===== config.mk =====
export PLATFORM = sky130hd
export DESIGN_NAME = instr_mem_loader
export DESIGN_NICKNAME = d
export VERILOG_FILES = /design/src/rtl/instr_mem_loader.sv
export SDC_FILE = /design/constraint.sdc
export NUM_CORES = 1
export LEC_CHECK = 0
export CAP_MARGIN = 20
export CORE_UTILIZATION = 35
export DETAILED_ROUTE_END_ITERATION = 6
export GPL_TIMING_DRIVEN = 0
export MAX_ROUTING_LAYER = met4
export PLACE_DENSITY_LB_ADDON = 0.05
export SLEW_MARGIN = 20
export SYNTH_ARGS = -nofsm -noshare
export SYNTH_HDL_FRONTEND = slang
export SYNTH_SLANG_ARGS = --single-unit
export TNS_END_PERCENT = 20

===== constraint.sdc =====
create_clock -name clk -period 10.6 [get_ports clk]
set_clock_uncertainty 0.2 [all_clocks]
set_input_delay 2.12 -clock clk [delete_from_list [all_inputs] [get_ports clk]]
set_output_delay 2.12 -clock clk [all_outputs]
set_load 0.03 [all_outputs]

===== src/rtl/instr_mem_loader.sv =====
// instr_mem_loader: writes 32-bit instruction words into byte-wide instruction memory, big-endian.
// Latency: word accepted at edge k is written as bytes in cycles k+1..k+4; ready again in k+5.
// Backpressure: in_ready is high only in LOAD; the loader waits there indefinitely for in_valid.
//
// Ports:
//   clk, rst          - clock, synchronous active-high reset
//   start, base_addr, - load command: word-aligned first byte address and word count
//   count, abort        (abort returns to IDLE from any busy state)
//   in_valid/in_ready - instruction word stream handshake, in_word carries the word
//   mem_we/mem_addr/  - byte write port of the instruction memory
//   mem_wdata
//   busy, done, err   - status: not idle, one-cycle completion pulse, sticky command error
module instr_mem_loader #(
  parameter int WIDTH  = 32,
  parameter int DEPTHI = 16
) (
  input  logic              clk,
  input  logic              rst,
  input  logic              start,
  input  logic [DEPTHI-1:0] base_addr,
  input  logic [DEPTHI-2:0] count,
  input  logic              abort,
  input  logic              in_valid,
  output logic              in_ready,
  input  logic [WIDTH-1:0]  in_word,
  output logic              mem_we,
  output logic [DEPTHI-1:0] mem_addr,
  output logic [7:0]        mem_wdata,
  output logic              busy,
  output logic              done,
  output logic              err
);

  typedef enum logic [1:0] {S_IDLE, S_LOAD, S_WRITE, S_DONE} state_t;

  // Memory size in bytes, expressed at the widened range-check width.
  localparam logic [DEPTHI+1:0] MEM_BYTES = {2'b01, {DEPTHI{1'b0}}};
  localparam logic [DEPTHI-1:0] ADDR_STEP = {{(DEPTHI-3){1'b0}}, 3'b100};
  localparam logic [DEPTHI-2:0] REM_ONE   = {{(DEPTHI-2){1'b0}}, 1'b1};

  state_t            state_q;
  logic [DEPTHI-1:0] addr_q;
  logic [DEPTHI-2:0] rem_q;
  logic [1:0]        beat_q;
  logic [WIDTH-1:0]  word_q;
  logic              in_ready_q;
  logic              mem_we_q;
  logic [DEPTHI-1:0] mem_addr_q;
  logic [7:0]        mem_wdata_q;
  logic              busy_q;
  logic              done_q;
  logic              err_q;

  logic [DEPTHI+1:0] cmd_end_d;
  logic [1:0]        beat_d;

  // Big-endian byte lane: beat 0 carries the most significant byte.
  function automatic logic [7:0] byte_sel(input logic [31:0] w, input logic [1:0] b);
    case (b)
      2'd0:    return w[31:24];
      2'd1:    return w[23:16];
      2'd2:    return w[15:8];
      default: return w[7:0];
    endcase
  endfunction

  // End address of the requested region, two bits wider so that a region
  // running past the top of memory is caught instead of wrapping to 0.
  always_comb begin
    cmd_end_d = {2'b00, base_addr} + {1'b0, count, 2'b00};
    beat_d    = beat_q + 2'd1;
  end

  always_ff @(posedge clk) begin
    if (rst) begin
      state_q     <= S_IDLE;
      addr_q      <= '0;
      rem_q       <= '0;
      beat_q      <= '0;
      word_q      <= '0;
      in_ready_q  <= 1'b0;
      mem_we_q    <= 1'b0;
      mem_addr_q  <= '0;
      mem_wdata_q <= '0;
      busy_q      <= 1'b0;
      done_q      <= 1'b0;
      err_q       <= 1'b0;
    end else begin
      case (state_q)
        S_IDLE: begin
          // start has priority over abort here simply because abort is not looked at in IDLE.
          if (start) begin
            if (base_addr[1:0] != 2'b00) begin
              err_q <= 1'b1;
            end else if (cmd_end_d > MEM_BYTES) begin
              err_q <= 1'b1;
            end else if (count == '0) begin
              err_q   <= 1'b0;
              busy_q  <= 1'b1;
              done_q  <= 1'b1;
              state_q <= S_DONE;
            end else begin
              err_q      <= 1'b0;
              addr_q     <= base_addr;
              rem_q      <= count;
              busy_q     <= 1'b1;
              in_ready_q <= 1'b1;
              state_q    <= S_LOAD;
            end
          end
        end

        S_LOAD: begin
          if (abort) begin
            in_ready_q <= 1'b0;
            busy_q     <= 1'b0;
            state_q    <= S_IDLE;
          end else if (in_valid) begin
            // Beat 0 is presented straight from the accepted word.
            word_q      <= in_word;
            beat_q      <= 2'd0;
            in_ready_q  <= 1'b0;
            mem_we_q    <= 1'b1;
            mem_addr_q  <= addr_q;
            mem_wdata_q <= in_word[31:24];
            state_q     <= S_WRITE;
          end
        end

        S_WRITE: begin
          // The byte on the port this cycle is written regardless of abort;
          // abort only stops the following beats.
          if (abort) begin
            mem_we_q <= 1'b0;
            busy_q   <= 1'b0;
            state_q  <= S_IDLE;
          end else if (beat_q == 2'd3) begin
            mem_we_q <= 1'b0;
            addr_q   <= addr_q + ADDR_STEP;
            rem_q    <= rem_q - REM_ONE;
            if (rem_q == REM_ONE) begin
              done_q  <= 1'b1;
              state_q <= S_DONE;
            end else begin
              in_ready_q <= 1'b1;
              state_q    <= S_LOAD;
            end
          end else begin
            // addr_q is word-aligned, so the beat fills the low two bits.
            beat_q      <= beat_d;
            mem_addr_q  <= {addr_q[DEPTHI-1:2], beat_d};
            mem_wdata_q <= byte_sel(word_q[31:0], beat_d);
          end
        end

        S_DONE: begin
          done_q  <= 1'b0;
          busy_q  <= 1'b0;
          state_q <= S_IDLE;
        end

        default: state_q <= S_IDLE;
      endcase
    end
  end

  assign in_ready  = in_ready_q;
  assign mem_we    = mem_we_q;
  assign mem_addr  = mem_addr_q;
  assign mem_wdata = mem_wdata_q;
  assign busy      = busy_q;
  assign done      = done_q;
  assign err       = err_q;

endmodule


## Yosys cells after proc, flatten, opt, wreduce, memory -nomap -nowiden

Index checks and enable logic that the tools add are counted.

- Add/sub/neg operators: 4
- Order comparisons: 1
- Eq/ne operators: 22
- Muxes and demuxes: 70
- Bitwise logic cells: 1
- Reduce and logical (&&, ||, !) cells: 18

Operator list:

| cell | count |
|---|---|
| $mux W16 | 10 |
| $mux W15 | 6 |
| $pmux W16 S2 | 2 |
| $mux W8 | 4 |
| $pmux W15 S2 | 1 |
| $mux W1 | 26 |
| $mux W2 | 13 |
| $ne A2 B2 Y1 const B | 12 |
| $pmux W8 S3 | 1 |
| $add A16 B17 Y18 | 1 |
| $gt A18 B17 Y1 const B | 1 |
| $add A16 B3 Y16 const B | 1 |
| $pmux W8 S2 | 1 |
| $eq A15 B1 Y1 const B | 1 |
| $logic_not A15 Y1 | 1 |
| $sub A15 B1 Y15 const B | 1 |
| $reduce_and A5 Y1 | 2 |
| $pmux W1 S3 | 3 |
| $reduce_and A9 Y1 | 1 |
| $eq A2 B2 Y1 const B | 4 |
| $pmux W2 S4 | 1 |
| $reduce_and A4 Y1 | 2 |
| $reduce_and A8 Y1 | 1 |
| $reduce_and A7 Y1 | 1 |
| other kinds (13) | 19 |

- Register bits: 96
- Input bits: 68
- Output and inout bits: 29
- Logic and storage cells: 128

## Longest topological paths before layout

- Word-level depth: 6
- Gate-level depth with buffers: 13
- Depth with buffers taken out: 11

## Least setup slack after synthesis

OpenSTA, ideal clock, no wires.

- Kind: input-to-reg
- Start: input base_addr[2]
- End: register addr_q[6]
- Setup time: 0.070 ns
- Data arrival time: 5.012 ns
- Required time: 10.330 ns
- Slack: 5.318 ns
- Stages: 12
- Path buffers: 1
- Cell sequence: ha_1 -> fa_1 -> or2_2 -> a221oi_1 -> nand4_1 -> or4_1 -> nor4_1 -> nand4_1 -> a21bo_2 -> buf_6 -> or3_1 -> a21oi_1

- Cells in the longest elaborated chain, start to end: 4

Ends and longest elaborated chain:

| item | line | source |
|---|---|---|
| start: declaration | 20 | `input logic [DEPTHI-1:0] base_addr,` |
| $add A16 B17 Y18 | 70 | `cmd_end_d = {2'b00, base_addr} + {1'b0, count, 2'b00};` |
| $gt A18 B17 Y1 | 95 | `end else if (cmd_end_d > MEM_BYTES) begin` |
| $ne A2 B2 Y1 (no line) | -- |  |
| $reduce_and A7 Y1 (no line) | -- |  |
| end signal: assignment | 104 | `addr_q <= base_addr;` |
| end signal: assignment | 139 | `addr_q <= addr_q + ADDR_STEP;` |
| end: declaration | 42 | `logic [DEPTHI-1:0] addr_q;` |

No other way between the ends.
A chain may end at the register's enable or synchronous reset.

## Worst setup path in the final report

- Start: input base_addr[2]
- End: register addr_q[3]

The elaborated chain is that of the path after synthesis.

==> summary.md <==
| Metric | Value |
|---|---|
| Antenna-violating nets left | 0 |
| Setup TNS | 0 ps |
| Max-Cap Viols | 0 |
| Initial antenna violation count | 0 |
| Int Pwr | between 800 and 900 µW |
| Via count | around 6,100 |
| Row cnt | 45 |
| Die Ht | roughly 130 µm |
| Io pins | 97 |
| Sequential Power Share | 35.8% |
| Die footprint | 16,600 µm² |
| Clk_lat worst skew | 350 ps |
| Port bufs | 94 |
| Yosys reg bits | 96 |
| Pwr Density | around 200 nW/µm² |
| Number of global-route vias before repair | about 5,700 |
| Reg2Reg Depth | 8 |
| Fin. Hold Viols | 0 |
| Final instance area | roughly 7000 µm² |
| H-tree depth | 3 |
| Worst-path fanout max | 10 |
| Clock power frac | roughly 22% |
| GRT met1 Usage | roughly a third |
| # setup viols final | 0 |
| First-pass GRT wire length | ~31,000 µm |
| Post-CTS Setup Bufs | 0 |
| Synth warn | 0 |
| CP dominant cell by count | nand4_1 |
| Core area | approximately 15,000 µm² |
| Critical path, cell by cell | clkdlybuf4s50_1, ha_1, fa_1, or2_2, a221oi_1, nand4_1, or4_1, nor4_1, nand4_1, nand2_1, clkbuf_1, nand3_1, a32oi_1 |
| Post-synth top flop | dfxtp_1 |
| CP startpoint kind | input port |
| DP Wirelength | approximately 15,000 µm |
| Hold Path End | mem_addr[12] |
| Achievable frequency | 162 MHz |
| # clock sinks | 96 |
| Final worst-path cycle share | 58.2% |
| CP Class | input port to flop |
| Total grt overflow | 0 |
| Cell count after synthesis | between 700 and 800 |
| Post-Syn Area per Cell | ~7.4 µm² |
| Net Sw Frac | 41.9% |
| DRC | 0 |
| Area after DPL | about 7000 µm² |
| Post-synth EDFFs | 0 |
| Post-CTS sizing | 0 |
| Clk pin slew, worst setup/hold paths | approximately 70 ps |
| Syn nets | ~860 |
| Clock buffer depth | 2 |
| Worst Path Buf+Inv | 2 |
| CTS Root Cell | clkbuf_16 |
| Crit Reg-Reg Endpoint | mem_addr[0] |
| Floorplan die width | between 100 and 150 µm |
| Yosys cell types | 63 |
| Register area share after synthesis | between 30% and 40% |
| Most common cell in the netlist | nand2_1 |
| Hold Path Depth | 2 |
| Average wire per cell in the routed design | roughly 18 µm |
| Slew headroom | 41.7% |
| Slew at the pin closest to its max-slew limit | 875 ps |
| Pleak | approximately 0.0025 µW |
| CP endpoint kind | flop |
| N_diodes | 0 |
| DRT Pass-1 Iters | 5 |
| Largest net degree at the start of global routing | 16 |
| Routability cong. | between 0.8 and 0.9 |
| RSZ-0062 raised after global routing | false |
| Most frequent cells after synthesis | nand2_1 (141), a21oi_1 (113), dfxtp_1 (96) |
| Hold buffers post-CTS | 0 |
| Met2 usage | 36.8% |
| Final wirelength | roughly 20,000 µm |
| Hold Path Class | flop to flop |
| CTS buffer count | 9 |
| Gr busiest metal | met2 |
| Area Growth Syn to Fin | 26.4% |
| DR iter-0 viols | approximately 550 |
| Top delay family on crit path | simple AND/OR/NAND/NOR gates |
| Top-area cell type share of the netlist area | 34.2% |
| GRT Total Usage | approximately 25% |
| # nets final | ~960 |
| Worst R2R Setup Slack | 7150 ps |
| Status | finished, final reports clean |
| Starting Density | 36.4% |
| CP max stage cell | clkdlybuf4s50_1 |
| CTS tree | done |
| Hold Startpoint | mem_addr[12] |
| Avg Vias per Cell | between 5 and 6 |
| Max VDD drop | 0.112 mV |
| Area leader, netlist | dfxtp_1 |
| Critical Path RT | roughly 11,000 ps |
| Psw | between 500 and 600 µW |
| Worst R2R Start | state_q[0] |
| Crit path DAT | between 6000 and 7000 ps |
| Met3 Track Usage GR | approximately 4.1% |
| Share of layout cells above drive strength 1 | about 3.7% |
| Logic pwr share | a little over two fifths |
| Slew Viols, Final | 0 |
| Clock period minus worst slack | about 6000 ps |
| Dominant cells by area after synthesis | dfxtp_1 (34%), a21oi_1 (10%), nand2_1 (9.4%), ha_1 (6.5%), o21ai_0 (3.9%) |
| FFs w/ async S/R, synth | 0% |
| Max incr delay on CP | a little under 600 ps |
| Post-Syn Area | around 5600 µm² |
## worst register-to-register path: stages (launching register included)
cell and delay (ps):
dfxtp_1 360, inv_1 130, ha_1 320, clkbuf_1 520, nor2_1 170, a2111oi_2 800, clkbuf_1 530, o211ai_1 190
a21oi_1 160
## state kept, by name (all words and copies together), names as in the netlist
| signal | flops |
|---|---|
| word_q | 32 |
| addr_q | 16 |
| mem_addr | 16 |
| rem_q | 15 |
| mem_wdata | 8 |
| beat_q | 2 |
| state_q | 2 |
| busy | 1 |
| done | 1 |
| err | 1 |
| in_ready | 1 |
| mem_we | 1 |
## cells by family after synthesis
kind of cell | share of synthesized area, %
buffers and inverters | 5.71
XOR/XNOR | 0.156
AO/OA/AOI/OAI | 26.6
AND/OR/NAND/NOR | 24.5
flip-flops | 34.2
adder cells (fa/ha/maj) | 6.82
multiplexers | 1.98
## power by group through the flow
| stage | clock network, µW | logic (µW) | registers (µW) |
|---|---|---|---|
| floorplan | 0 | 353 | 531 |
| global placement | 0 | 583 | 511 |
| detailed placement | 0 | 591 | 513 |
| CTS | 315 | 594 | 506 |
| global route | 330 | 662 | 517 |
| finish | 308 | 604 | 508 |
## cells in the final DEF (no fill, tap or decap), types with 4 or more instances in the layout
cell / count
nand2b_1: 10
o21ai_0: 44
nor4_1: 10
a221oi_1: 5
buf_2: 4
o32ai_1: 9
a22oi_1: 5
inv_1: 30
nand3_1: 22
nand2_1: 141
a222oi_1: 9
clkbuf_16: 9
mux2i_1: 10
nor2_1: 49
nand3b_1: 4
and3_1: 11
ha_1: 29
dfxtp_1: 96
clkbuf_1: 42
clkdlybuf4s50_1: 94
or3_1: 13
nor3_1: 17
nand4_1: 4
a21oi_1: 113
o211ai_1: 5
a211oi_1: 14
## per-stage QoR
step                      power (µW)  util (%)  hold slack [ps]  setup slack, ps  cells
after floorplan                  884         -              236             5320    758
after detailed placement        1100      44.2              250             4130   1063
after global routing            1510      46.0              278             4150   1078
final                           1420      46.0              258             4430   1078
after global placement          1090      44.2              243             4110   1063
after CTS                       1410      46.0              259             4500   1078
## final cells by class
type | count | area (µm²)
clock buffer | 11 | 243
timing repair buffer | 94 | 941
inverter | 30 | 113
tap | 211 | 264
clock inverter | 4 | 30.0
sequential | 96 | 1920
buffer | 50 | 208
fill | 1612 | 8330
multi-input combinational | 582 | 3380
## metal layers
metal / share of wire, % / routed length (µm)
met3: 6.7 / 1330
met2: 42 / 8340
met1: 49 / 9570
met5: 0 / 0
met4: 2.1 / 410
## worst max path at each step
stage	slack, ps	cells past startpoint	from	endpoint
after floorplan	5320	12	base_addr[2]	addr_q[6]
after global placement	4110	13	count[0]	addr_q[3]
after detailed placement	4130	13	count[0]	addr_q[3]
after CTS	4500	13	count[0]	addr_q[3]
after global routing	4150	13	count[0]	rem_q[1]
final	4430	13	base_addr[2]	addr_q[3]
No activity file was read; power rests on OpenSTA's default activity.
